--- src/rtl/shift_pkg.sv ---
// Shared definitions for the pipelined shifter.
// Mode encoding used by the pipe and the combinational core.
package shift_pkg;

  typedef logic [1:0] mode_t;

  localparam mode_t SH_LSR = 2'b00;
  localparam mode_t SH_ASR = 2'b01;
  localparam mode_t SH_SHL = 2'b10;
  localparam mode_t SH_ROR = 2'b11;

endpackage

--- src/rtl/shift_core.sv ---
// Combinational shift datapath between the S1 and S2 registers.
// amt is already reduced modulo DATAWIDTH; sat flags an oversized amount.
module shift_core
  import shift_pkg::*;
#(
  parameter int DATAWIDTH = 8,
  localparam int SHW = $clog2(DATAWIDTH)
) (
  input  logic [DATAWIDTH-1:0] a,
  input  logic [SHW-1:0]       amt,
  input  mode_t                mode,
  input  logic                 sat,
  output logic [DATAWIDTH-1:0] result
);

  localparam logic [SHW:0] DWS = (SHW+1)'(DATAWIDTH);

  logic [DATAWIDTH-1:0]        lsr_v;
  logic signed [DATAWIDTH-1:0] asr_v;
  logic [DATAWIDTH-1:0]        shl_v;
  logic [DATAWIDTH-1:0]        ror_v;
  logic [DATAWIDTH-1:0]        fill_v;

  assign lsr_v  = a >> amt;
  assign asr_v  = $signed(a) >>> amt;
  assign shl_v  = a << amt;
  // A left shift by the full width yields 0, so amt=0 rotates to a.
  assign ror_v  = (a >> amt) | (a << (DWS - {1'b0, amt}));
  assign fill_v = {DATAWIDTH{a[DATAWIDTH-1]}};

  always_comb begin
    result = '0;
    unique case (mode)
      SH_LSR: result = sat ? '0 : lsr_v;
      SH_ASR: result = sat ? fill_v : asr_v;
      SH_SHL: result = sat ? '0 : shl_v;
      SH_ROR: result = ror_v;
    endcase
  end

endmodule

--- src/rtl/shift_unit_pipe.sv ---
// Two-stage stallable shifter: S1 holds the decoded command,
// S2 holds the result; valid/ready with full backpressure.
module shift_unit_pipe
  import shift_pkg::*;
#(
  parameter int DATAWIDTH = 8
) (
  input  logic                 Clk,
  input  logic                 Rst,
  input  logic                 in_valid,
  output logic                 in_ready,
  input  logic [DATAWIDTH-1:0] a,
  input  logic [DATAWIDTH-1:0] sh_amt,
  input  mode_t                mode,
  output logic                 out_valid,
  input  logic                 out_ready,
  output logic [DATAWIDTH-1:0] d
);

  localparam int SHW = $clog2(DATAWIDTH);
  localparam logic [DATAWIDTH-1:0] DW_VAL =
    DATAWIDTH'(DATAWIDTH);

  logic                 adv1;
  logic                 adv2;
  logic [SHW-1:0]       in_amt;
  logic                 in_sat;

  logic                 s1_valid;
  logic [DATAWIDTH-1:0] s1_a;
  logic [SHW-1:0]       s1_amt;
  mode_t                s1_mode;
  logic                 s1_sat;

  logic                 s2_valid;
  logic [DATAWIDTH-1:0] s2_d;
  logic [DATAWIDTH-1:0] core_d;

  assign adv2     = !s2_valid || out_ready;
  assign adv1     = !s1_valid || adv2;
  assign in_ready = adv1;

  // The true modulo serves ROR and, when not saturated,
  // equals sh_amt for the other modes.
  assign in_amt = SHW'(sh_amt % DW_VAL);
  assign in_sat = sh_amt >= DW_VAL;

  always_ff @(posedge Clk) begin
    if (Rst) begin
      s1_valid <= 1'b0;
      s1_a     <= '0;
      s1_amt   <= '0;
      s1_mode  <= SH_LSR;
      s1_sat   <= 1'b0;
      s2_valid <= 1'b0;
      s2_d     <= '0;
    end else begin
      if (adv1) begin
        s1_valid <= in_valid;
        if (in_valid) begin
          s1_a    <= a;
          s1_amt  <= in_amt;
          s1_mode <= mode;
          s1_sat  <= in_sat;
        end
      end
      if (adv2) begin
        s2_valid <= s1_valid;
        if (s1_valid)
          s2_d <= core_d;
      end
    end
  end

  shift_core #(
    .DATAWIDTH(DATAWIDTH)
  ) u_core (
    .a      (s1_a),
    .amt    (s1_amt),
    .mode   (s1_mode),
    .sat    (s1_sat),
    .result (core_d)
  );

  assign out_valid = s2_valid;
  assign d         = s2_d;

endmodule

--- config.mk ---
export PLATFORM = sky130hd
export DESIGN_NAME = shift_unit_pipe
export DESIGN_NICKNAME = d
export VERILOG_FILES = /design/src/rtl/shift_pkg.sv /design/src/rtl/shift_core.sv /design/src/rtl/shift_unit_pipe.sv
export SDC_FILE = /design/constraint.sdc
export NUM_CORES = 1
export LEC_CHECK = 0
export BUFFER_PORTS_ARGS = -buffer_cell sky130_fd_sc_hd__buf_4
export CAP_MARGIN = 5
export CORE_MARGIN = 3
export CORE_UTILIZATION = 50
export DETAILED_ROUTE_END_ITERATION = 12
export MAX_ROUTING_LAYER = met4
export PLACE_DENSITY = 0.72
export SLEW_MARGIN = 25
export SYNTH_ARGS = -nofsm -noshare
export SYNTH_HDL_FRONTEND = slang
export SYNTH_SLANG_ARGS = --single-unit
--- constraint.sdc ---
create_clock -name Clk -period 2.5 [get_ports Clk]
set_input_delay 0.625 -clock Clk [delete_from_list [all_inputs] [get_ports Clk]]
set_output_delay 0.625 -clock Clk [all_outputs]
set_load 0.005 [all_outputs]
==> flow_results.org <==
** Run status
- The run finished with clean final reports.

** Clocking
- Clock latency reported for the late side of the worst-skew pair :: 270 ps
- Total of cells resized after clock tree synthesis :: 0
- Clock tree synthesis found a total of 24 sinks.
- Clock tree root driver cell :: sky130_fd_sc_hd__clkbuf_8
- No sink is reached through more buffers than the 2 on the longest clock path.
- CTS built an H-tree with a depth of 1.
- Quantity of hold-fixing buffers added after cts :: 0
- Number of post-CTS setup repair buffers :: 0
- The number of clock buffers added by TritonCTS is 3.
- CTS tree :: built
- Clock-pin slew was measured on the worst setup and hold paths at around 90 ps.

** Cells and area
- Layout Cells excl Fill :: around 340
- Counting the fill cells in the layout gives roughly 380.
- In the final layout, the share of cells above drive strength 1 is ~20%.
- From synthesis to final layout, the design area changed by 14.4%.
- Area used by multi-input combinational logic :: ~0.0014 mm^2
- Antenna diodes :: 0
- The net count of the finished layout is between 300 and 400.
- Area taken by flip-flops and latches :: between 400 and 500 um^2
- Measured on the finished design, the core utilization comes to slightly above 60%.

** Worst setup path
- At the worst endpoint, the required time is between 2000 and 3000 ps.
- For the worst flop-to-flop path, the logic depth is 8.
- Worst setup path end :: d[5]
- Crit path max-delay cell type :: sky130_fd_sc_hd__a2111oi_0
- STA classifies the critical path startpoint as a flip-flop.
- Critical Path End Type :: flip-flop
- Along the worst path, the maximum fanout reaches 6.
- The kind of cell with the highest combined delay along the critical path is compound AO/OA/AOI/OAI gates.
- R2r setup slk :: around 300 ps
- WP data arrival :: 2340 ps
- The critical path crosses 8 cells after its start point.
- The critical path is of the reg -> reg type.
- Critical R2R Launch :: s1_amt[1]
- Critical path origin :: s1_amt[1]
- Counting both buffers and inverters, the worst setup path holds a total of 1.
- For this run, the slowest stage of the critical path takes roughly 440 ps.
- Counting stages on the worst path, the most repeated cell is sky130_fd_sc_hd__mux2i_1.
- The worst register-to-register path ends at d[5].
- Traced cell by cell, the critical path runs through inv_1 -> ha_1 -> mux2i_1 -> mux2i_1 -> a21oi_1 -> nor4_1 -> a2111oi_0 -> a311oi_1.

** Placement
- In this run the tool buffered the top-level ports with 31 buffer cells.
- Number of cells in the design after placement :: 332
- Routability-driven placement finished with a final weighted congestion of 0.960.
- Once detailed placement completed, the half-perimeter wirelength came to 4130 um.

** Synth
- Simple-gate portion of the synthesized area :: a little over a quarter
- After Yosys synthesis, XOR and XNOR cells account for 0.443% of the synthesized area.
- Register bit total from synthesis :: 24
- Instance count of the mapped netlist :: approximately 270
- Top cells by area, synth :: sky130_fd_sc_hd__dfxtp_1 24%, sky130_fd_sc_hd__mux2i_1 12%, sky130_fd_sc_hd__nand2_1 8.9%
- EDFF count, synth :: 0
- During synthesis, Yosys emitted a total of 0 warnings.
- The mapped netlist covers ~0.0020 mm^2.
- Nets in the synthesized netlist :: between 200 and 300
- Most instantiated flip-flop cell in the synthesis netlist :: sky130_fd_sc_hd__dfxtp_1
- Mean instance size in the synthesized netlist :: 7.38 um^2
- Dominant combinational cell family by area after synthesis :: simple AND/OR/NAND/NOR gates
- Summing the areas of all fa, ha and maj instances in the mapped netlist gives less than 1% of the synthesized area.
- Commonest cells in the netlist :: 47 x sky130_fd_sc_hd__nand2_1, 26 x sky130_fd_sc_hd__nor2_1, 24 x sky130_fd_sc_hd__dfxtp_1, 24 x sky130_fd_sc_hd__mux2i_1, 23 x sky130_fd_sc_hd__a21oi_1
- Area fraction of the dominant cell type after synthesis :: 24.3%
- Area leader, netlist :: sky130_fd_sc_hd__dfxtp_1
- Post-synthesis compound-gate area fraction :: a little under a quarter
- sky130_fd_sc_hd__nand2_1 is the most common cell in the netlist.
- In the synthesized netlist, mux cells make up 17.8% of the area.
- Count of different cell masters after synthesis :: 48
- Register area share after synthesis :: between 20% and 30%
- Share of synthesized flip-flops with an asynchronous set or reset :: 0%

** GRT
- GRT Total Usage :: approximately a quarter
- Entering global routing, the biggest net connects 28 pins.
- For met1 alone, demand over resource in global routing was between 30% and 40%.
- The total overflow left after global routing is 0.
- Met3 Track Usage GR :: 4.54%
- Met2 demand-to-capacity share in global routing :: 41.4%
- Vias in the first global route :: roughly 1800
- The number of antenna violations at the first check in global routing was 0.
- In this run the most used layer during global routing was met2.
- The first global-routing pass estimated 9080 um of wire.

** Timing
- Ratio of final minimum period to clock period :: between 80% and 90%
- Setup repair after global routing left no endpoint under its margin.
- Transition time at the pin with the least slew margin :: around 630 ps
- The max-slew violation count is 0.
- Number of setup violations in the final report :: 0
- Timing would allow up to 455 MHz.
- The worst pin sits at a relative slew slack of 58.1%.
- The number of hold-slack violations in the final timing report is 0.
- Sum of negative setup slack :: 0 ps
- Final worst path period need :: between 2000 and 2500 ps
- Between clock sinks in the finished design, the worst skew comes to around 4.9 ps.

** Routing
- Final Routed Wirelength :: roughly 5600 um
- The count of nets left with antenna violations once routing finished came out at 0.
- Dividing the detail-routed via count by the number of cells gives ~6.
- The final route contains 2070 vias.
- Detail-routed net length per standard cell :: around 17 um
- Length of the first detailed-routing pass in iterations :: 5
- Number of DRC violations after detailed routing :: 0
- In this run, the number of DRC markers left after iteration 0 of detailed routing was 233.

** Power
- VDD IR-drop max :: approximately 0.24 mV
- For this design the static power due to leakage is slightly below 0.0009 uW.
- Power density over the cells :: 447 mW/mm^2
- The internal portion of the total power is approximately 700 uW.
- Sequential cells account for approximately 44% of the total power.
- The clock network accounts for 27.3% of the total power.
- Switching power :: 329 uW
- Switching power as a share of total power :: between 30% and 40%
- In this run, the combinational gates consume ~29% of the power.

** Floorplan
- Top-level I/O count :: 32
- The floorplan step set the die height to between 60 and 70 um.
- The die covers between 0.004 and 0.005 mm^2.
- The die is approximately 70 um wide.
- Once the floorplan was initialized, standard cells occupied around 53% of the core.
- Core Area :: around 0.0037 mm^2
- Cell Rows :: 22

** Flow run
- Number of max-capacitance violations reported :: 0

** Min path
- In this run the worst hold path is classified as reg -> reg.
[logic make-up after synthesis]
kind of cell	after synthesis
simple gates	115
compound gates	67
mux	32
buf+inv	28
flops	24
xor+xnor	1
fa+ha+maj	1
[final cells by class]
class	count	share of cell area (%)
multi-input cells	216	59.7
flip-flops and latches	24	21.2
repair buffers	40	13.3
well taps	48	2.65
clock buffers	4	2.43
inverters	4	0.664
[placed cells by master, fill, tap and decap left out, types with 3 or more instances in the layout]
master and instances:
sky130_fd_sc_hd__nand3_1 5, sky130_fd_sc_hd__nor4_1 4, sky130_fd_sc_hd__mux2i_1 24, sky130_fd_sc_hd__nand2_1 47, sky130_fd_sc_hd__a311oi_1 3, sky130_fd_sc_hd__o22ai_1 3
sky130_fd_sc_hd__inv_1 4, sky130_fd_sc_hd__a31oi_1 5, sky130_fd_sc_hd__o21ai_0 9, sky130_fd_sc_hd__o211ai_1 3, sky130_fd_sc_hd__o221ai_1 3, sky130_fd_sc_hd__nor2_1 26
sky130_fd_sc_hd__buf_4 40, sky130_fd_sc_hd__nand2b_1 4, sky130_fd_sc_hd__mux2_2 6, sky130_fd_sc_hd__dfxtp_1 24, sky130_fd_sc_hd__a21o_1 3, sky130_fd_sc_hd__nor2b_1 6
sky130_fd_sc_hd__or3_1 3, sky130_fd_sc_hd__nor3_1 9, sky130_fd_sc_hd__clkbuf_8 4, sky130_fd_sc_hd__a21oi_1 22
[power by group through the flow]
stage / sequential (uW) / clock (uW) / combinational, uW
global route: 450 / 293 / 321
global placement: 452 / 0 / 282
detailed placement: 453 / 0 / 286
floorplan: 430 / 0 / 218
finish: 446 / 276 / 289
CTS: 444 / 278 / 287
[registers in the layout (all words and copies together) (netlist names)]
name       cells
d              8
out_valid      1
s1_a           8
s1_amt         3
s1_mode        2
s1_sat         1
s1_valid       1
[metrics by stage]
stage	area, um^2	hold WS, ps	worst slack [ps]	total power [uW]
6_report	2260	504	301	1010
5_1_grt	2260	526	70.4	1060
4_1_cts	2260	506	362	1010
3_5_place_dp	2200	494	389	739
3_3_place_gp	2200	490	482	734
2_1_floorplan	1980	478	267	647
[worst register-to-register path, cell delays in order, from the launching register on]
cell	delay (ps)
sky130_fd_sc_hd__dfxtp_1	350
sky130_fd_sc_hd__inv_1	70
sky130_fd_sc_hd__ha_1	420
sky130_fd_sc_hd__mux2i_1	280
sky130_fd_sc_hd__mux2i_1	130
sky130_fd_sc_hd__a21oi_1	170
sky130_fd_sc_hd__nor4_1	60
sky130_fd_sc_hd__a2111oi_0	440
sky130_fd_sc_hd__a311oi_1	150
[worst min-delay path by stage]
stage,from,endpoint,slack (ps),depth (start not counted)
2_1_floorplan,s1_valid,out_valid,480,2
3_3_place_gp,d[7],d[7],490,2
3_5_place_dp,d[7],d[7],490,2
4_1_cts,d[7],d[7],510,2
5_1_grt,d[5],d[5],530,2
6_report,d[1],d[1],500,2
[routing by layer]
| layer | vias to the layer above | share of wire [%] |
|---|---|---|
| met5 | - | 0 |
| li1 | 1010 | - |
| met4 | 0 | 3.2 |
| met3 | 16 | 8.4 |
| met1 | 949 | 43 |
| met2 | 95 | 45 |
Note: power is estimated with default switching activity, not from simulation.
